`src/rtl/ifetch_queue_pkg.sv`:
```
`default_nettype none
// ============================================================================
// Module  : ifetch_queue_pkg
// Purpose : Shared definitions for the instruction fetch front-end: widths,
//           PC increment, default reset PC and the queue entry layout.
// Rev     : 1.0  initial release
// ============================================================================
package ifetch_queue_pkg;

    localparam int          XLEN             = 32;
    localparam int          INSTR_W          = 32;
    localparam logic [31:0] DEFAULT_RESET_PC = 32'h0000_0000;
    localparam logic [31:0] PC_INC           = 32'd4;

    // One queued instruction together with the byte address it came from
    typedef struct packed {
        logic [XLEN-1:0]    pc;
        logic [INSTR_W-1:0] instr;
    } fetch_entry_t;

    // Fetch addresses are always word aligned; low two bits are discarded
    function automatic logic [XLEN-1:0] align_pc(input logic [XLEN-1:0] pc);
        return {pc[XLEN-1:2], 2'b00};
    endfunction

endpackage
`default_nettype wire

```
`src/rtl/ifetch_queue_fifo.sv`:
```
`default_nettype none
// ============================================================================
// Module  : fetch_fifo
// Purpose : Synchronous FIFO of {pc,instr} entries with push/pop/flush.
//           Head output reads zero while empty so downstream sees clean data.
// Rev     : 1.0  initial release
// ============================================================================
module fetch_fifo
    import ifetch_queue_pkg::*;
#(
    parameter int DEPTH = 4
) (
    input  logic                       clk,
    input  logic                       reset,      // asynchronous, active-low
    input  logic                       push,
    input  fetch_entry_t               push_data,
    input  logic                       pop,
    input  logic                       flush,
    output fetch_entry_t               head,
    output logic [$clog2(DEPTH):0]     count,
    output logic                       full,
    output logic                       empty
);

    localparam int AW = $clog2(DEPTH);
    localparam int CW = AW + 1;
    localparam logic [CW-1:0] DEPTH_C = CW'(DEPTH);

    fetch_entry_t    mem [DEPTH];
    logic [AW-1:0]   wr_ptr;
    logic [AW-1:0]   rd_ptr;
    logic            push_eff;
    logic            pop_eff;

    assign empty    = (count == '0);
    assign full     = (count == DEPTH_C);
    assign pop_eff  = pop && !empty;
    // A push into a full FIFO is legal only when the head leaves the same cycle
    assign push_eff = push && (!full || pop_eff);
    assign head     = empty ? '0 : mem[rd_ptr];

    // Pointer and occupancy bookkeeping; flush wins over any push/pop
    always_ff @(posedge clk or negedge reset) begin
        if (!reset) begin
            wr_ptr <= '0;
            rd_ptr <= '0;
            count  <= '0;
        end else if (flush) begin
            wr_ptr <= '0;
            rd_ptr <= '0;
            count  <= '0;
        end else begin
            if (push_eff) wr_ptr <= wr_ptr + AW'(1);
            if (pop_eff)  rd_ptr <= rd_ptr + AW'(1);
            case ({push_eff, pop_eff})
                2'b10:   count <= count + CW'(1);
                2'b01:   count <= count - CW'(1);
                default: count <= count;
            endcase
        end
    end

    // Entry storage; contents are don't-care until pointed at by a valid count
    always_ff @(posedge clk) begin
        if (push_eff && !flush) begin
            mem[wr_ptr] <= push_data;
        end
    end

endmodule
`default_nettype wire

```
`src/rtl/ifetch_queue.sv`:
```
`default_nettype none
// ============================================================================
// Module  : ifetch_queue
// Purpose : Instruction fetch front-end. Issues in-order word reads under a
//           credit limit, queues returned words with their PC, and discards
//           responses belonging to fetches made before a redirect.
// Rev     : 1.0  initial release
// ============================================================================
module ifetch_queue
    import ifetch_queue_pkg::*;
#(
    parameter int          DEPTH    = 4,
    parameter logic [31:0] RESET_PC = DEFAULT_RESET_PC
) (
    input  logic        clk,
    input  logic        reset,            // asynchronous, active-low
    output logic        imem_req_valid,
    input  logic        imem_req_ready,
    output logic [31:0] imem_req_addr,
    input  logic        imem_resp_valid,
    input  logic [31:0] imem_resp_data,
    input  logic        redirect_valid,
    input  logic [31:0] redirect_pc,
    output logic        out_valid,
    input  logic        out_ready,
    output logic [31:0] out_instr,
    output logic [31:0] out_pc
);

    localparam int CW = $clog2(DEPTH) + 1;
    localparam logic [CW:0] CREDIT_LIMIT = (CW+1)'(DEPTH);

    logic [31:0]   fetch_pc;
    logic [31:0]   resp_pc;      // address of the next response that will be kept
    logic [CW-1:0] inflight;
    logic [CW-1:0] drop;
    logic          running;      // keeps requests off until the first clock after reset

    logic          req_fire;
    logic          resp_fire;
    logic          resp_drop;
    logic          push;
    logic          pop;
    logic          credit_ok;
    logic [CW-1:0] fifo_count;
    logic          fifo_full;
    logic          fifo_empty;
    fetch_entry_t  fifo_head;
    fetch_entry_t  push_entry;

    // Queued entries and outstanding reads share the same DEPTH credits,
    // so every response is guaranteed a free slot on arrival.
    assign credit_ok      = ({1'b0, fifo_count} + {1'b0, inflight}) < CREDIT_LIMIT;
    assign imem_req_valid = running && credit_ok && !redirect_valid;
    assign imem_req_addr  = fetch_pc;
    assign req_fire       = imem_req_valid && imem_req_ready;

    // A response with nothing outstanding is ignored entirely
    assign resp_fire  = imem_resp_valid && (inflight != '0);
    assign resp_drop  = resp_fire && (drop != '0);
    assign push       = resp_fire && (drop == '0) && !redirect_valid;
    assign pop        = out_valid && out_ready && !redirect_valid;
    assign push_entry = '{pc: resp_pc, instr: imem_resp_data};

    assign out_valid = !fifo_empty;
    assign out_instr = fifo_head.instr;
    assign out_pc    = fifo_head.pc;

    fetch_fifo #(
        .DEPTH (DEPTH)
    ) u_fifo (
        .clk       (clk),
        .reset     (reset),
        .push      (push),
        .push_data (push_entry),
        .pop       (pop),
        .flush     (redirect_valid),
        .head      (fifo_head),
        .count     (fifo_count),
        .full      (fifo_full),
        .empty     (fifo_empty)
    );

    // Fetch address: redirect target takes priority, else advance per accepted request
    always_ff @(posedge clk or negedge reset) begin
        if (!reset) begin
            fetch_pc <= align_pc(RESET_PC);
            running  <= 1'b0;
        end else begin
            running <= 1'b1;
            if (redirect_valid)
                fetch_pc <= align_pc(redirect_pc);
            else if (req_fire)
                fetch_pc <= fetch_pc + PC_INC;
        end
    end

    // Outstanding reads; no request can fire during a redirect cycle
    always_ff @(posedge clk or negedge reset) begin
        if (!reset) begin
            inflight <= '0;
        end else begin
            case ({req_fire, resp_fire})
                2'b10:   inflight <= inflight + CW'(1);
                2'b01:   inflight <= inflight - CW'(1);
                default: inflight <= inflight;
            endcase
        end
    end

    // Discard counter: on redirect every read still outstanding after this
    // cycle predates the redirect, so all of them must be thrown away.
    always_ff @(posedge clk or negedge reset) begin
        if (!reset) begin
            drop <= '0;
        end else if (redirect_valid) begin
            drop <= inflight - CW'(resp_fire);
        end else if (resp_drop) begin
            drop <= drop - CW'(1);
        end
    end

    // PC tag for kept responses; after a redirect the next kept one is the target
    always_ff @(posedge clk or negedge reset) begin
        if (!reset) begin
            resp_pc <= align_pc(RESET_PC);
        end else if (redirect_valid) begin
            resp_pc <= align_pc(redirect_pc);
        end else if (push) begin
            resp_pc <= resp_pc + PC_INC;
        end
    end

    a_resp_has_request: assert property (
        @(posedge clk) disable iff (!reset) imem_resp_valid |-> (inflight != '0));

    a_no_overflow: assert property (
        @(posedge clk) disable iff (!reset) push |-> (!fifo_full || pop));

endmodule
`default_nettype wire
```
`config.mk`:
```
export PLATFORM = sky130hd
export DESIGN_NAME = ifetch_queue
export DESIGN_NICKNAME = d
export VERILOG_FILES = /design/src/rtl/ifetch_queue_pkg.sv /design/src/rtl/ifetch_queue_fifo.sv /design/src/rtl/ifetch_queue.sv
export SDC_FILE = /design/constraint.sdc
export NUM_CORES = 1
export LEC_CHECK = 0
export CAP_MARGIN = 20
export CORE_AREA = 2 2 155 157
export CTS_CLUSTER_DIAMETER = 50
export DETAILED_ROUTE_END_ITERATION = 8
export DIE_AREA = 0 0 157 159
export PLACE_DENSITY = 0.84
export SYNTH_ARGS = -nofsm -noshare
export SYNTH_HDL_FRONTEND = slang
export SYNTH_SLANG_ARGS = --single-unit
```
`constraint.sdc`:
```
create_clock -name clk -period 9.1 [get_ports clk]
set_input_delay 1.365 -clock clk [delete_from_list [all_inputs] [get_ports clk]]
set_output_delay 1.365 -clock clk [all_outputs]
set_load 0.02 [all_outputs]
```
==> results of run 1 <==
## cell usage after synthesis, types with 17 or more instances
master | n | area share (%)
sky130_fd_sc_hd__edfxtp_1 | 248 | 54
sky130_fd_sc_hd__dfrtp_1 | 74 | 13
sky130_fd_sc_hd__and2_1 | 68 | 3.1
sky130_fd_sc_hd__nand2_1 | 65 | 1.8
sky130_fd_sc_hd__mux4_2 | 62 | 10
sky130_fd_sc_hd__clkbuf_1 | 29 | 0.79
sky130_fd_sc_hd__o21ai_0 | 29 | 1.1
sky130_fd_sc_hd__nand3_1 | 25 | 0.91
sky130_fd_sc_hd__xnor2_1 | 25 | 1.6
sky130_fd_sc_hd__nand4_1 | 23 | 1.0
sky130_fd_sc_hd__nor2_1 | 21 | 0.57
sky130_fd_sc_hd__inv_1 | 20 | 0.55
sky130_fd_sc_hd__xor2_1 | 17 | 1.1
## metal layers
| layer | GRT usage, % | vias up |
|---|---|---|
| met3 | 3.97 | 37 |
| met2 | 36.8 | 337 |
| met4 | 4.92 | 0 |
| met5 | 0 | - |
| met1 | 33.3 | 4039 |
| li1 | - | 3682 |
## worst paths after layout
check / end / depth (start not counted)
worst max-delay path: out_pc[15] / 4
worst min-delay path: u_fifo.wr_ptr[0]$_DFFE_PN0P_ / 1
worst max register to register: u_fifo.mem[2][38]$_DFFE_PP_ / 7
worst min register to register: u_fifo.wr_ptr[0]$_DFFE_PN0P_ / 1
max in group asynchronous: u_fifo.rd_ptr[0]$_DFFE_PN0P_ / 2
min in group asynchronous: imem_req_addr[25]$_DFFE_PN0P_ / 2
## sequential cells by signal, indices dropped and copies added, names as in the netlist
register,cells
u_fifo.rd_ptr,2
u_fifo.count,3
u_fifo.mem,248
imem_req_addr,30
running,1
resp_pc,30
u_fifo.wr_ptr,2
inflight,3
drop,3
## logic make-up (layout without fill, tap and decap cells)
logic type / Yosys count / after routing / share of synthesized area, %
flops: 322 / 322 / 67.7
buf+inv: 66 / 249 / 2.05
other cells: 2 / 5 / 0.0547
mux: 70 / 70 / 10.8
xor+xnor: 42 / 42 / 2.68
compound gates: 90 / 90 / 4.34
simple gates: 269 / 269 / 10.9
fa+ha+maj: 15 / 15 / 1.48
## stage by stage
step                      std cells  util (%)
after floorplan                 879         -
after global placement         1323      67.4
after detailed placement       1323      67.4
after CTS                      1380      72.1
after global routing           1381      72.2
final                          1381      72.2
## power groups by stage
stage	logic (W)	clock network, W	registers (W)
6_report	0.000764	0.00136	0.00177
2_1_floorplan	0.000464	0	0.00178
3_5_place_dp	0.000764	0	0.00180
3_3_place_gp	0.000750	0	0.00179
4_1_cts	0.000769	0.00139	0.00177
5_1_grt	0.000833	0.00145	0.00178
## worst register-to-register path, stage by stage, from the launching register on
cell	delay [ns]
sky130_fd_sc_hd__dfrtp_1	0.36
sky130_fd_sc_hd__inv_1	0.11
sky130_fd_sc_hd__ha_1	0.19
sky130_fd_sc_hd__nor2b_1	0.30
sky130_fd_sc_hd__nand2_1	0.24
sky130_fd_sc_hd__a311oi_2	0.54
sky130_fd_sc_hd__and2_2	0.80
sky130_fd_sc_hd__buf_4	0.56
## area by class of cell
cell class / instances / area share (%)
flip-flops and latches: 322 / 55.6
multi-input cells: 491 / 24.9
inverters: 21 / 0.471
clock inverters: 20 / 1.69
clock buffers: 37 / 4.89
well taps: 319 / 2.38
repair buffers: 171 / 10.1
==> impl_summary.md, run 1 <==
Setup path
The startpoint of the worst-slack reg-to-reg timing path is drop[0]$_DFFE_PN0P_. The slowest stage of the critical path is the sky130_fd_sc_hd__buf_4 cell. The critical setup path kind is reg2out.

The worst setup path is launched from a register. The number of buffers and inverters on the critical path is 2. The origin of the worst setup path is u_fifo.rd_ptr[0]$_DFFE_PN0P_.

The signal on the critical path passes through buf_4 > mux4_2 > and2_1 > clkdlybuf4s50_1. On the critical path the largest part of the delay comes from buffers and inverters. In this design, the stage delay of the slowest critical-path cell is approximately 0.79 ns. The worst register-to-register path has a setup slack of 5.64 ns. STA puts the critical path data arrival time at 3.35 ns. The critical path endpoint category is a primary output.

The biggest fanout along the worst timing path is 48. The data required time at the worst endpoint is 7.74 ns.

Timing
The tightest hold margin is about 0.55 ns. For the final routed database, the setup TNS stands at 0 ns. The final setup slack of the worst path is around 4.4 ns. The number of failing hold endpoints at the final stage is 0. The number of pins with negative max-slew slack in the final report is 0. Setup repair after global routing left no endpoint under its margin. On the final layout, the worst clock skew is about 0.0083 ns. The share of the cycle needed by the critical path after routing is between 50% and 60%. The time the worst path needs with I/O delays and setup is roughly 4.7 ns. The maximum clock rate is around 210 MHz. The final number of setup-violating endpoints is 0.

The actual slew at the worst max-slew pin is ~0.95 ns. Measured against its own limit, the worst slew margin works out to 36.5%.

Synth
Counting flops with an async set or reset pin after synthesis yields a share of 23.0%. Synthesis produced a netlist whose cell count is 876. The average instance area after synthesis is around 16 um2. Synthesis inferred ~320 register bits. In this run, synthesis inferred roughly 250 flip-flops with an integrated enable. The prevailing post-synth register cell is sky130_fd_sc_hd__edfxtp_1. The number of warnings printed during yosys synthesis is 0. The synthesized netlist occupies a cell area of 13700 um2. The distinct cell type count after synthesis is 65. The sequential cell area fraction in the yosys report is roughly two thirds.

Pwr
Summed over all cells, the static leakage comes to roughly 5.7 nW. The internal power of the cells totals 0.00289 W. Per report_power, the combinational group accounts for 19.6% of the total. Net switching is 25.9% of the power. The worst voltage drop across the vdd grid is between 0.1 and 0.15 mV. The total power draw is 0.00390 W. The net switching power figure is 0.00101 W. The share of total power dissipated in sequential elements is between 40% and 50%. The clock network is responsible for between 30% and 40% of the overall power. In this run the power density over the cells is roughly 230 nW/um2.

Layout
The repair_antennas step left the layout with diodes totalling 0. Relative to the synthesized area, the layout overhead comes to 21.9%. The design area is 16700 um2. The number of fillers in the final layout is between 1k and 1.5k. For this run, the post-layout net count is ~1.1k. Leaving out fill and tap cells, the most frequent cell in the layout is sky130_fd_sc_hd__edfxtp_1. The area taken by flip-flops and latches is ~9300 um2. The multi-input combinational cells in the finished layout cover a total of 4180 um2. The fraction of layout cells with a size suffix above 1 is between 10% and 20%. In the layout the commonest cells are sky130_fd_sc_hd__edfxtp_1 (248), sky130_fd_sc_hd__clkdlybuf4s50_1 (159), sky130_fd_sc_hd__dfrtp_1 (72).

CTS
In this run, post-CTS hold repair placed 0 buffers. The tree is rooted in a sky130_fd_sc_hd__clkbuf_16. The clock sink count is roughly 320. Counting the buffers created by CTS gives 31.

The clock latency on the worst-skew pair is between 0.5 and 0.6 ns. TritonCTS built the clock tree. Once the clock tree was built, the setup fixing pass inserted 0 buffers. The clock passes through at most 3 buffers.

After clock tree synthesis, the repair step resized 0 gates. In this run the number of H-tree levels came out at 1. The clock-pin transition on the worst setup and hold timing paths is approximately 0.06 ns.

Detailed routing
The met3 layer wire length in the routed design is about 2300 um. The total number of vias is about 8.1k. The uppermost signal routing layer after detailed routing is met4. The post-route DRC violation count is 0. The final wirelength is 27900 um.

The count of nets left with antenna violations once routing finished came out at 0. The first-pass iteration count of the detailed router is 7. In the final routed layout, each cell accounts on average for 20.2 um. The detail-routed via count per cell is around 5.9. The detailed route wirelength on metal2 is between 10000 and 15000 um. For this block, the initial DRC count from the detailed router was about 770. In the final routing, the length of wire on met1 measures around 12000 um.

Global routing
The number of antenna violations at the first check in global routing came to 0. Across every metal layer, demand over resource in global routing totals a little under a quarter. The first-pass GRT wire length is 44500 um. Summed over all layers, the global routing overflow is 0. The maximum number of pins on one net before global-route repair is 75. The via count of the first global-routing pass was 8236.

Floorplan
The die is 157 um wide. The die area is ~25000 um2. Row generation in the floorplan step produced between 50 and 60 rows. For this design the top-level I/O count stands at around 170.

The height of the chip is roughly 160 um. The area inside the core boundary is 23200 um2. The starting density of the core is slightly below 60%.

Place
The placed instances occupy a cell area of ~16000 um2. Detailed placement finished with a half-perimeter wire length of roughly 17000 um. Before CTS, the worst setup slack after placement is ~4.4 ns.

The global placer's final weighted congestion is 0.899. The count of buffers inserted at the top-level ports is around 160.

Status
The flow ran to the end, and the final reports show no timing, DRC or antenna violations.

Run
Max-cap violations in this run came to 0.

Min path
The path class of the tightest hold or removal check is reg2reg. The startpoint identified for the worst hold timing path is u_fifo.wr_ptr[0]$_DFFE_PN0P_.
Note: power is estimated with default switching activity, not from simulation.
==> inputs of run 2 (changes only) <==
--- a/config.mk
+++ b/config.mk
@@ -6,11 +6,11 @@
 export NUM_CORES = 1
 export LEC_CHECK = 0
 export CAP_MARGIN = 20
-export CORE_AREA = 2 2 155 157
+export CORE_AREA = 2 2 160 162
 export CTS_CLUSTER_DIAMETER = 50
 export DETAILED_ROUTE_END_ITERATION = 8
-export DIE_AREA = 0 0 157 159
-export PLACE_DENSITY = 0.84
+export DIE_AREA = 0 0 162 164
+export PLACE_DENSITY = 0.79
 export SYNTH_ARGS = -nofsm -noshare
 export SYNTH_HDL_FRONTEND = slang
 export SYNTH_SLANG_ARGS = --single-unit
==> constraint.sdc (replaced) <==
create_clock -name clk -period 4.9 [get_ports clk]
set_input_delay 0.735 -clock clk [delete_from_list [all_inputs] [get_ports clk]]
set_output_delay 0.735 -clock clk [all_outputs]
set_load 0.02 [all_outputs]
==> impl_summary.md, run 2 (synthesis gave the netlist of run 1 again) <==
Layout
The area taken by multi-input logic gates is 4180 um2 (unchanged). The top cell types in the final layout, fill and taps aside, are sky130_fd_sc_hd__edfxtp_1 (248), sky130_fd_sc_hd__clkdlybuf4s50_1 (159), sky130_fd_sc_hd__dfrtp_1 (72). The area overhead of the layout relative to synthesis is 22.2%. The fraction of layout cells with a size suffix above 1 came to 14.6% (+0.27 points). Leaving out fill and tap cells, the most frequent cell in the layout is sky130_fd_sc_hd__edfxtp_1. The number of nets at the end of the flow is 1131 (+0.71%). The diode insertion count for antenna repair is 0 (unchanged). The area taken by flip-flops and latches is 9300 um2 (unchanged).

The number of fillers in the final layout is 1690 (+16%). The largest register by flop count is u_fifo.mem. The number of flip-flops in the largest register is 248 (unchanged).

Detailed routing
The violation count after the first detailed-routing iteration is 736 (-3.8%). The final antenna-violating net count came to 0 (unchanged). The wire length per cell after detailed routing is 20.1 um (-0.83%). The final wirelength came to 28100 um (+0.53%).

The post-route DRC violation count came to 0 (unchanged). The total number of vias is 8094 (-0.012%). The first-pass iteration count of the detailed router is 5 (-2). The detail-routed via count per cell is 5.78 (-1.4%).

Timing
The number of pins with negative max-slew slack in the final report is 0 (unchanged). The final number of setup-violating endpoints is 0 (unchanged). The number of failing hold endpoints at the final stage is 0 (unchanged). The worst clock skew came to 0.0235 ns (+0.0152 ns). The final setup slack of the worst path is 1.15 ns (-3.23 ns).

The setup total negative slack is 0 ns (unchanged). The share of the cycle needed by the critical path after routing is 76.6%. The routed design could run at a clock period as short as around 3.8 ns.

Setup repair after global routing left no endpoint under its margin. The worst-case headroom to the max-slew limit is 30.9% (-5.6 points). The actual slew at the worst max-slew pin is 1.03 ns (+0.0775 ns).

Static timing analysis puts the maximum clock frequency at 266 MHz.

Global routing
The remaining global-route overflow is 0 (unchanged). The maximum number of pins on one net before global-route repair is 48 (-36%). The met1 track utilization from global routing is 30.7% (-2.6 points). The number of antenna violations at the first check in global routing was 0 (unchanged). The most heavily used metal layer in global routing is met2. The first-pass GRT wire length is 43900 um (-1.4%). The via count of the first global-routing pass is 8106 (-1.6%). The combined global-route utilization of all metal layers came to 21.5% (-1.3 points). The met3 demand-to-capacity share in global routing is 4.04% (+0.067 points). The met2 demand-to-capacity share in global routing was 34.9% (-1.9 points).

Setup path
The worst setup path is captured at a primary output. The capturing point of the worst reg2reg path is u_fifo.mem[2][20]$_DFFE_PP_. The data required time at the worst endpoint is 4.16 ns (-3.58 ns). The worst endpoint data arrival time is 3.02 ns (-0.33 ns). The biggest fanout along the worst timing path is 33 (-31%). The origin of the worst setup path is u_fifo.rd_ptr[0]$_DFFE_PN0P_. The worst setup slack for register-to-register paths is 1.87 ns (-3.77 ns). The worst setup path endpoint is out_pc[2]. STA classifies the critical path startpoint as a register. The count of cells along the worst register-to-register path is 7 (unchanged). By startpoint and endpoint, the worst setup path is classified as reg2out. The startpoint identified for the worst register-to-register timing path is drop[0]$_DFFE_PN0P_.

Place
The post-detailed-placement half-perimeter wirelength is 18000 um (+4.5%). The count of buffers inserted at the top-level ports was 161 (unchanged). The post-placement setup slack came to 1.28 ns (-3.11 ns).

The global placer's final weighted congestion is 0.869 (-3.4%).

CTS
The clock latency on the worst-skew pair is 0.51 ns (-0.03 ns). The number of setup buffers added after CTS was 0 (unchanged). The maximum buffer depth of the clock tree is 3 (unchanged). The CTS root buffer is sky130_fd_sc_hd__clkbuf_16.

The clock-pin transition on the worst setup and hold timing paths is 0.06 ns (about the same). The clock sink count was 322 (unchanged). The count of hold buffers inserted by post-cts repair came to 0 (unchanged). The number of H-tree branching levels is 2 (+1).

The post-cts sizing count is 0 (unchanged). The TritonCTS buffer count is 34 (+9.7%). TritonCTS built the clock tree.

Pwr
The worst voltage drop across the vdd grid is 0.268 mV (+79%). The leakage power total is 5.68 nW (+0.26%). The power density over cell area is 427 nW/um2 (+84%).

Status
The run finished with clean final reports.

Floorplan
The height of the chip is 164 um (+3.1%). The starting density of the core is 55.4% (-3.9 points). The I/O pin count is 168 (unchanged). The number of rows created at floorplan is 58 (+3.6%). The die area came to 26600 um2 (+6.4%).

The horizontal extent of the die came to 162 um (+3.2%). The area inside the core boundary is 24800 um2 (+7.0%).

Min path
The path class of the tightest hold or removal check is in2async.

Run
The total of max-cap violations is 0 (unchanged).
==> run 2: critical path, stage by stage, from the launching register on <==
cell and delay (ns):
sky130_fd_sc_hd__dfrtp_4 0.88, sky130_fd_sc_hd__buf_12 0.34, sky130_fd_sc_hd__mux4_2 0.54, sky130_fd_sc_hd__and2_1 0.19
sky130_fd_sc_hd__clkdlybuf4s50_1 0.54
==> run 2: final cells by class <==
class,count,area share (%)
Clock buffer,47,5.86
Tap cell,330,2.46
Multi-Input combinational cell,491,24.9
Inverter,21,0.469
Clock inverter,13,0.603
Sequential cell,322,55.4
Timing Repair Buffer,176,10.4
==> run 2: worst min path at each step <==
stage                                    endpoint  slack, ns  cells after the start
floorplan                     drop[0]$_DFFE_PN0P_       0.44                      0
global placement    imem_req_addr[17]$_DFFE_PN0P_       0.52                      1
detailed placement  imem_req_addr[17]$_DFFE_PN0P_       0.53                      1
CTS                 imem_req_addr[27]$_DFFE_PN0P_       0.27                      1
global route        imem_req_addr[26]$_DFFE_PN0P_       0.29                      1
finish              imem_req_addr[27]$_DFFE_PN0P_       0.25                      1
==> run 2: report_power, final <==
group          leakage, nW  switching (W)  internal, W
sequential            3.12       0.000194      0.00311
combinational         2.03       0.000711     0.000695
clock                0.525       0.000998      0.00146
==> run 2: per-stage QoR <==
step | instance area (um2) | util, % | cells | hold WS, ns | power [W]
after CTS | 16800 | 67.7 | 1400 | 0.269 | 0.00724
after global placement | 15700 | 63.3 | 1340 | 0.525 | 0.00474
after floorplan | 13700 | - | 879 | 0.439 | 0.00417
final | 16800 | 67.7 | 1400 | 0.254 | 0.00717
after global routing | 16800 | 67.7 | 1400 | 0.290 | 0.00748
after detailed placement | 15700 | 63.3 | 1340 | 0.526 | 0.00478
==> run 2: metal layers <==
metal / share of wire [%] / vias up / wire, um
met3: 7.0 / 48 / 1970
met5: 0 / - / 0
li1: - / 3681 / -
met4: 1.9 / 0 / 542
met1: 44 / 4050 / 12200
met2: 47 / 315 / 13300
